`config.mk`:
```
export PLATFORM = sky130hd
export DESIGN_NAME = pipelined_rippleadder
export DESIGN_NICKNAME = d
export VERILOG_FILES = /design/src/rtl/pipelined_rippleadder_pkg.sv /design/src/rtl/pipelined_rippleadder_full_adder.sv /design/src/rtl/pipelined_rippleadder.sv
export SDC_FILE = /design/constraint.sdc
export NUM_CORES = 1
export LEC_CHECK = 0
export BUFFER_PORTS_ARGS = -buffer_cell sky130_fd_sc_hd__buf_4
export CORE_AREA = 5 5 42 44
export CTS_CLUSTER_SIZE = 28
export DETAILED_ROUTE_END_ITERATION = 16
export DIE_AREA = 0 0 47 49
export GPL_ROUTABILITY_DRIVEN = 0
export SLEW_MARGIN = 20
export SYNTH_ARGS = -nofsm -noshare
export SYNTH_HDL_FRONTEND = slang
export SYNTH_SLANG_ARGS = --single-unit
```
`constraint.sdc`:
```
create_clock -name clk -period 4.5 [get_ports clk]
set_input_delay 0.225 -clock clk [delete_from_list [all_inputs] [get_ports clk]]
set_output_delay 0.225 -clock clk [all_outputs]
set_load 0.02 [all_outputs]
```
`src/rtl/pipelined_rippleadder_pkg.sv`:
```
// Shared constants for the registered 4-bit ripple-carry adder.
package pipelined_rippleadder_pkg;
    localparam int ADDER_WIDTH = 4;
endpackage

```
`src/rtl/pipelined_rippleadder_full_adder.sv`:
```
// One-bit full adder cell, purely combinational.
module full_adder (
    input  logic a,
    input  logic b,
    input  logic ci,
    output logic s,
    output logic co
);
    logic half_sum;

    assign half_sum = a ^ b;
    assign s        = half_sum ^ ci;
    assign co       = (a & b) | (ci & half_sum);
endmodule

```
`src/rtl/pipelined_rippleadder.sv`:
```
// Ripple-carry adder with an input register stage and an output register stage (2-clock latency).
module pipelined_rippleadder
    import pipelined_rippleadder_pkg::*;
(
    input  logic                   clk,
    input  logic                   rst,
    input  logic [ADDER_WIDTH-1:0] A,
    input  logic [ADDER_WIDTH-1:0] B,
    input  logic                   cin,
    output logic [ADDER_WIDTH-1:0] S,
    output logic                   cout
);
    logic [ADDER_WIDTH-1:0] a_reg;
    logic [ADDER_WIDTH-1:0] b_reg;
    logic                   cin_reg;
    logic [ADDER_WIDTH-1:0] s_reg;
    logic                   cout_reg;

    logic [ADDER_WIDTH:0]   carry;
    logic [ADDER_WIDTH-1:0] sum_next;

    always_ff @(posedge clk) begin
        if (!rst) begin
            a_reg   <= '0;
            b_reg   <= '0;
            cin_reg <= 1'b0;
        end else begin
            a_reg   <= A;
            b_reg   <= B;
            cin_reg <= cin;
        end
    end

    assign carry[0] = cin_reg;

    generate
        for (genvar gi = 0; gi < ADDER_WIDTH; gi++) begin : g_ripple
            full_adder u_fa (
                .a  (a_reg[gi]),
                .b  (b_reg[gi]),
                .ci (carry[gi]),
                .s  (sum_next[gi]),
                .co (carry[gi+1])
            );
        end
    endgenerate

    always_ff @(posedge clk) begin
        if (!rst) begin
            s_reg    <= '0;
            cout_reg <= 1'b0;
        end else begin
            s_reg    <= sum_next;
            cout_reg <= carry[ADDER_WIDTH];
        end
    end

    assign S    = s_reg;
    assign cout = cout_reg;
endmodule

```
==> results of run 1 <==
[metal layers]
metal | track usage | routed length [um]
met3 | 0.0443 | 80
met5 | 0 | 0
met1 | 0.0816 | 223
met4 | 0.0415 | 0
met2 | 0.0905 | 268
[path summary, 6_finish.rpt]
path                   end  slack [ns]  cells after the start
setup / recovery      S[3]        2.53                      8
hold reg to reg       S[0]        0.59                      3
setup reg to reg      S[3]        2.53                      8
hold / removal    b_reg[0]        0.16                      2
[cell type report]
class | count | share of cell area
Timing Repair Buffer | 15 | 0.175
Multi-Input combinational cell | 18 | 0.261
Inverter | 7 | 0.0409
Sequential cell | 14 | 0.436
Clock buffer | 4 | 0.0564
Tap cell | 16 | 0.0311
[synthesized netlist by cell type]
cell	instances	area [um^2]
and2_1	11	68.8
buf_4	1	7.51
dfxtp_1	14	280
fa_1	4	80.1
inv_1	7	26.3
nor2b_1	3	18.8
[power groups by stage]
stage / Sequential, mW / Combinational (mW) / Clock (mW)
2_1_floorplan: 0.143 / 0.0109 / 0
3_3_place_gp: 0.138 / 0.0294 / 0
6_report: 0.135 / 0.0290 / 0.0871
3_5_place_dp: 0.138 / 0.0298 / 0
5_1_grt: 0.136 / 0.0331 / 0.0966
4_1_cts: 0.135 / 0.0298 / 0.0897
[kinds of logic after synthesis]
group / Yosys count / share of synthesized area
buffers and inverters: 8 / 0.0701
flip-flops: 14 / 0.582
adder cells (fa/ha/maj): 4 / 0.166
AND/OR/NAND/NOR: 14 / 0.182
[metrics by stage]
step / area (um^2) / worst slack [ns] / hold slack [ns]
after floorplan: 482 / 2.62 / 0.352
after global placement: 607 / 2.55 / 0.434
after detailed placement: 607 / 2.54 / 0.437
after CTS: 643 / 2.51 / 0.148
after global routing: 643 / 2.40 / 0.148
final: 643 / 2.53 / 0.155
==> reports/metrics.yaml, run 1 <==
hold_path:
  min-delay-start: "B[0]"
  hp-class: "primary input to flop"
cts:
  cts_hold_buffers: 0
  cts_tree: "done"
  clkTransAtPathRegs_ns: 0.08
  cts_root_buf: "clkbuf_4"
  clock_path_buffers: 2
  clock-sinks: 14
  postCtsSetupBuffers: 0
  htree_levels: 1
  cts_resized: 0
  cts_made_buffers: 3
  clkLatencyLatePin_ns: 0.27
synthesis:
  ys_seq_area_frac: 0.582
  ys_types: 6
  netlist_instances: 40
  synth_area_per_cell_um2: 12.0
  yosys_warnings: 0
  syn-num-nets: 55
  ys_ff_latch: 14
  synth_area_um2: 482
floorplanning:
  std_cell_rows: 14
  die_h_um: 49
  die_w_um: 47
  start_util: 0.344
  core_area_um2: 1400
  ios: 16
  dieArea_um2: 2300
cells_and_area:
  instances_no_fill: 74
  final_common_cell: "buf_4"
  seq_area_um2: 280
  multi_input_area_um2: 168
  area.growth.synth_to_final_pct: 33.5
  antennaDiodeCount: 0
  nFillCells: 147
  drive_above_1_share: 0.328
  fin_util: 0.459
  fin_nets: 74
  final_cell_mix: "15 x buf_4, 14 x dfxtp_1, 11 x and2_1"
worst_setup_path:
  cp_num_buf_inv: 3
  crit_slowest_cell: "fa_1"
  crit_top_cell: "fa_1"
  arrival_ns: 2.18
  crit_chain: "inv_1 > fa_1 > inv_1 > fa_1 > fa_1 > inv_1 > fa_1 > nor2b_1"
  cp_max_fo: 1
  critical_path_class: "flop to flop"
  crit_required_ns: 4.71
  cp-startpoint: "cin_reg"
  max_stage_delay_ns: 0.40
  end_kind: "flop"
  r2r_start: "cin_reg"
  cpLargestDelayFamily: "adder cells"
  start_kind: "flop"
pwr:
  powerDensity_nw_per_um2: 390
  p_sw_mw: 0.0532
  ir_drop_mv: 0.176
  power_switching_share: 0.212
  p_clk_frac: 0.347
  p_comb_frac: 0.116
  leakagePower_nw: 0.300
  pwr-share-seq: 0.537
  intPower_mw: 0.198
  total_power_mw: 0.251
sta:
  max-slew-margin-rel: 0.935
  grt_setup_unrepaired: "no"
  slew_viol_final: 0
  max_freq_mhz: 508
  hold_viol: 0
  setup_viol: 0
  fin_crit_ns: 1.97
  skew_ns: 0.00270
  timing.final.crit_share: 0.438
  tns_ns: 0
  worst_pin_slew_ns: 0.0980
place:
  dp_hpwl_um: 473
  place_inst: 70
  port_buffers: 15
global_routing:
  grtUsageTotal: 0.0690
  grt-ovfl-total: 0
  grt_max_degree: 15
  antenna_found_initial: 0
  first_global_vias: 288
  grt_pass1_wl_um: 1100
routing:
  wl_um: 572
  vias: 287
  post_drt_wl_per_cell_um: 7.73
  dr.first_iter.drc_count: 5
  route.detailed.drc: 0
  drt_first_pass_iters: 2
  via_per_inst: 3.88
  drtAntennaViolNets: 0
status:
  status: "completed"
job:
  cap_viol_max_count: 0
No activity file was read; power rests on OpenSTA's default activity.
==> inputs of run 2 (changes only) <==
--- a/config.mk
+++ b/config.mk
@@ -5,6 +5,7 @@
 export SDC_FILE = /design/constraint.sdc
 export NUM_CORES = 1
 export LEC_CHECK = 0
+export ABC_AREA = 1
 export BUFFER_PORTS_ARGS = -buffer_cell sky130_fd_sc_hd__buf_4
 export CORE_AREA = 5 5 42 44
 export CTS_CLUSTER_SIZE = 28
==> constraint.sdc (replaced) <==
create_clock -name clk -period 2 [get_ports clk]
set_input_delay 0.1 -clock clk [delete_from_list [all_inputs] [get_ports clk]]
set_output_delay 0.1 -clock clk [all_outputs]
set_load 0.02 [all_outputs]
==> reports/metrics.yaml, run 2 <==
status:
  status: "completed"  # unchanged
cells_and_area:
  fin_nets: 86  # was 74
  final_cell_mix: "19 x inv_1, 15 x buf_4, 14 x dfxtp_1"  # was 15 x buf_4, 14 x dfxtp_1, 11 x and2_1
  final_area_um2: 644  # was 643 um^2
  seq_area_um2: 280  # unchanged
  multi_input_area_um2: 138  # was 168 um^2
  fin_util: 0.460  # was 0.459
  final_common_cell: "inv_1"  # was buf_4
  drive_above_1_share: 0.290  # was 0.328
  nFillCells: 150  # was 147
  antennaDiodeCount: 0  # unchanged
  area.growth.synth_to_final_pct: 30.1  # was 33.5%
synthesis:
  yosysMostFrequentCell: "inv_1"  # was dfxtp_1
  synth_area_per_cell_um2: 9.53  # was 12.0 um^2
  ys_types: 6  # unchanged
  ys_seq_area_frac: 0.566  # was 0.582
  synthTopCellsByArea: "dfxtp_1 57%, fa_1 16%, inv_1 14%, nand2_1 8.3%, buf_6 2.3%"  # was dfxtp_1 58%, fa_1 17%, and2_1 14%, inv_1 5.5%, nor2b_1 3.9%
  yosys_warnings: 0  # unchanged
  netlist_instances: 52  # was 40
  synth_area_leader_cell: "dfxtp_1"  # unchanged
  synth_flop_cell: "dfxtp_1"  # unchanged
  syn-num-nets: 67  # was 55
  yosysTopAreaCellShare: 0.566  # was 0.582
  synth_area_um2: 495  # was 482 um^2
  synthTopCellsByCount: "19 x inv_1, 14 x dfxtp_1, 11 x nand2_1, 4 x fa_1, 3 x nor2_1"  # was 14 x dfxtp_1, 11 x and2_1, 7 x inv_1, 4 x fa_1, 3 x nor2b_1
  synthArstFlopShare: 0  # unchanged
  ys_ff_latch: 14  # unchanged
  synth_edf_count: 0  # unchanged
pwr:
  leakagePower_nw: 0.375  # was 0.300 nW
  ir_drop_mv: 0.325  # was 0.176 mV
  total_power_mw: 0.517  # was 0.251 mW
  powerDensity_nw_per_um2: 803  # was 390 nW/um^2
sta:
  timing.final.crit_share: 0.950  # was 0.438
  tns_ns: 0  # unchanged
  worst_pin_slew_ns: 0.117  # was 0.0980 ns
  max-slew-margin-rel: 0.922  # was 0.935
  max_freq_mhz: 526  # was 508 MHz
  timing.hold.ws_ns: 0.0107  # was 0.155 ns
  skew_ns: 0.00320  # was 0.00270 ns
  slew_viol_final: 0  # unchanged
  grt_setup_unrepaired: "no"  # unchanged
  setup_viol: 0  # unchanged
  hold_viol: 0  # unchanged
  fin_crit_ns: 1.90  # was 1.97 ns
job:
  cap_viol_max_count: 0  # unchanged
cts:
  clkTransAtPathRegs_ns: 0.07  # was 0.08 ns
  cts_tree: "done"  # unchanged
  clkLatencyLatePin_ns: 0.26  # was 0.27 ns
  cts_root_buf: "clkbuf_4"  # unchanged
  clock_path_buffers: 2  # unchanged
  cts_made_buffers: 3  # unchanged
  htree_levels: 1  # unchanged
  clock-sinks: 14  # unchanged
routing:
  vias: 321  # was 287
  drt_first_pass_iters: 1  # was 2
  wl_um: 645  # was 572 um
  post_drt_wl_per_cell_um: 7.59  # was 7.73 um
  dr.first_iter.drc_count: 0  # was 5
  drtAntennaViolNets: 0  # unchanged
  via_per_inst: 3.78  # was 3.88
  route.detailed.drc: 0  # unchanged
global_routing:
  grt-ovfl-total: 0  # unchanged
  first_global_vias: 296  # was 288
  grtUsageTotal: 0.0684  # was 0.0690
  grt_max_degree: 13  # was 15
  grt_pass1_wl_um: 1080  # was 1100 um
  antenna_found_initial: 0  # unchanged
place:
  port_buffers: 15  # unchanged
  dpl-instance-area_um2: 617  # was 607 um^2
  dp_hpwl_um: 536  # was 473 um
floorplanning:
  ios: 16  # unchanged
  core_area_um2: 1400  # unchanged
  dieArea_um2: 2300  # unchanged
  die_h_um: 49  # unchanged
  start_util: 0.354  # was 0.344
  std_cell_rows: 14  # unchanged
  die_w_um: 47  # unchanged
worst_setup_path:
  arrival_ns: 2.10  # was 2.18 ns
  crit_required_ns: 2.21  # was 4.71 ns
  cp_max_fo: 1  # unchanged
  critical_path_class: "flop to flop"  # unchanged
  start_kind: "flop"  # unchanged
  end_kind: "flop"  # unchanged
hold_path:
  hp-class: "primary input to flop"  # unchanged
-- run 2: area by class of cell --
type,instances,area share
Tap cell,16,0.0311
Clock buffer,3,0.0350
Inverter,19,0.111
Multi-Input combinational cell,18,0.214
Timing Repair Buffer,15,0.175
Sequential cell,14,0.435
-- run 2: timing repair --
action,in CTS,in global routing
buffers inserted,0,0
hold buffers,0,0
setup endpoints to repair,1,1
hold endpoints to repair,0,0
resized for setup,1,1
-- run 2: path summary, 6_finish.rpt --
check / startpoint / to / slack (ns) / depth (start not counted)
min reg2reg: a_reg[0] / S[0] / 0.58 / 3
min: B[0] / b_reg[0] / 0.01 / 3
max: cin_reg / S[3] / 0.10 / 8
max reg2reg: cin_reg / S[3] / 0.10 / 8
-- run 2: report_power, final --
group / internal, mW / switching (mW) / total [mW]
clock network: 0.0695 / 0.0734 / 0.143
logic: 0.0359 / 0.0350 / 0.0709
registers: 0.297 / 0.00611 / 0.303
total: 0.403 / 0.114 / 0.517
-- run 2: logic make-up after synthesis --
| kind of cell | count (synthesis) | share of synthesized area |
|---|---|---|
| simple gates | 14 | 0.106 |
| flops | 14 | 0.566 |
| fa+ha+maj | 4 | 0.162 |
| buf+inv | 20 | 0.167 |
-- run 2: critical path: stages (launching register included) --
cell     delay (ns)
dfxtp_1        0.30
inv_1          0.06
fa_1           0.17
inv_1          0.05
fa_2           0.35
fa_2           0.33
inv_1          0.07
fa_1           0.41
nor2_1         0.10
-- run 2: per-layer routing --
metal / GRT usage / vias to the layer above / routed length (um) / part of all wire
met4: 0.0553 / 0 / 6 / 0.0093
met5: 0 / - / 0 / 0
li1: - / 171 / - / -
met3: 0.0332 / 2 / 55 / 0.085
met2: 0.102 / 10 / 336 / 0.52
met1: 0.0683 / 138 / 246 / 0.38
-- run 2: per-stage QoR --
step                      setup slack, ns  std cells
after CTS                          0.0506         85
after global routing               0.0116         85
after global placement             0.0721         82
after floorplan                     0.122         52
final                               0.101         85
after detailed placement           0.0114         82
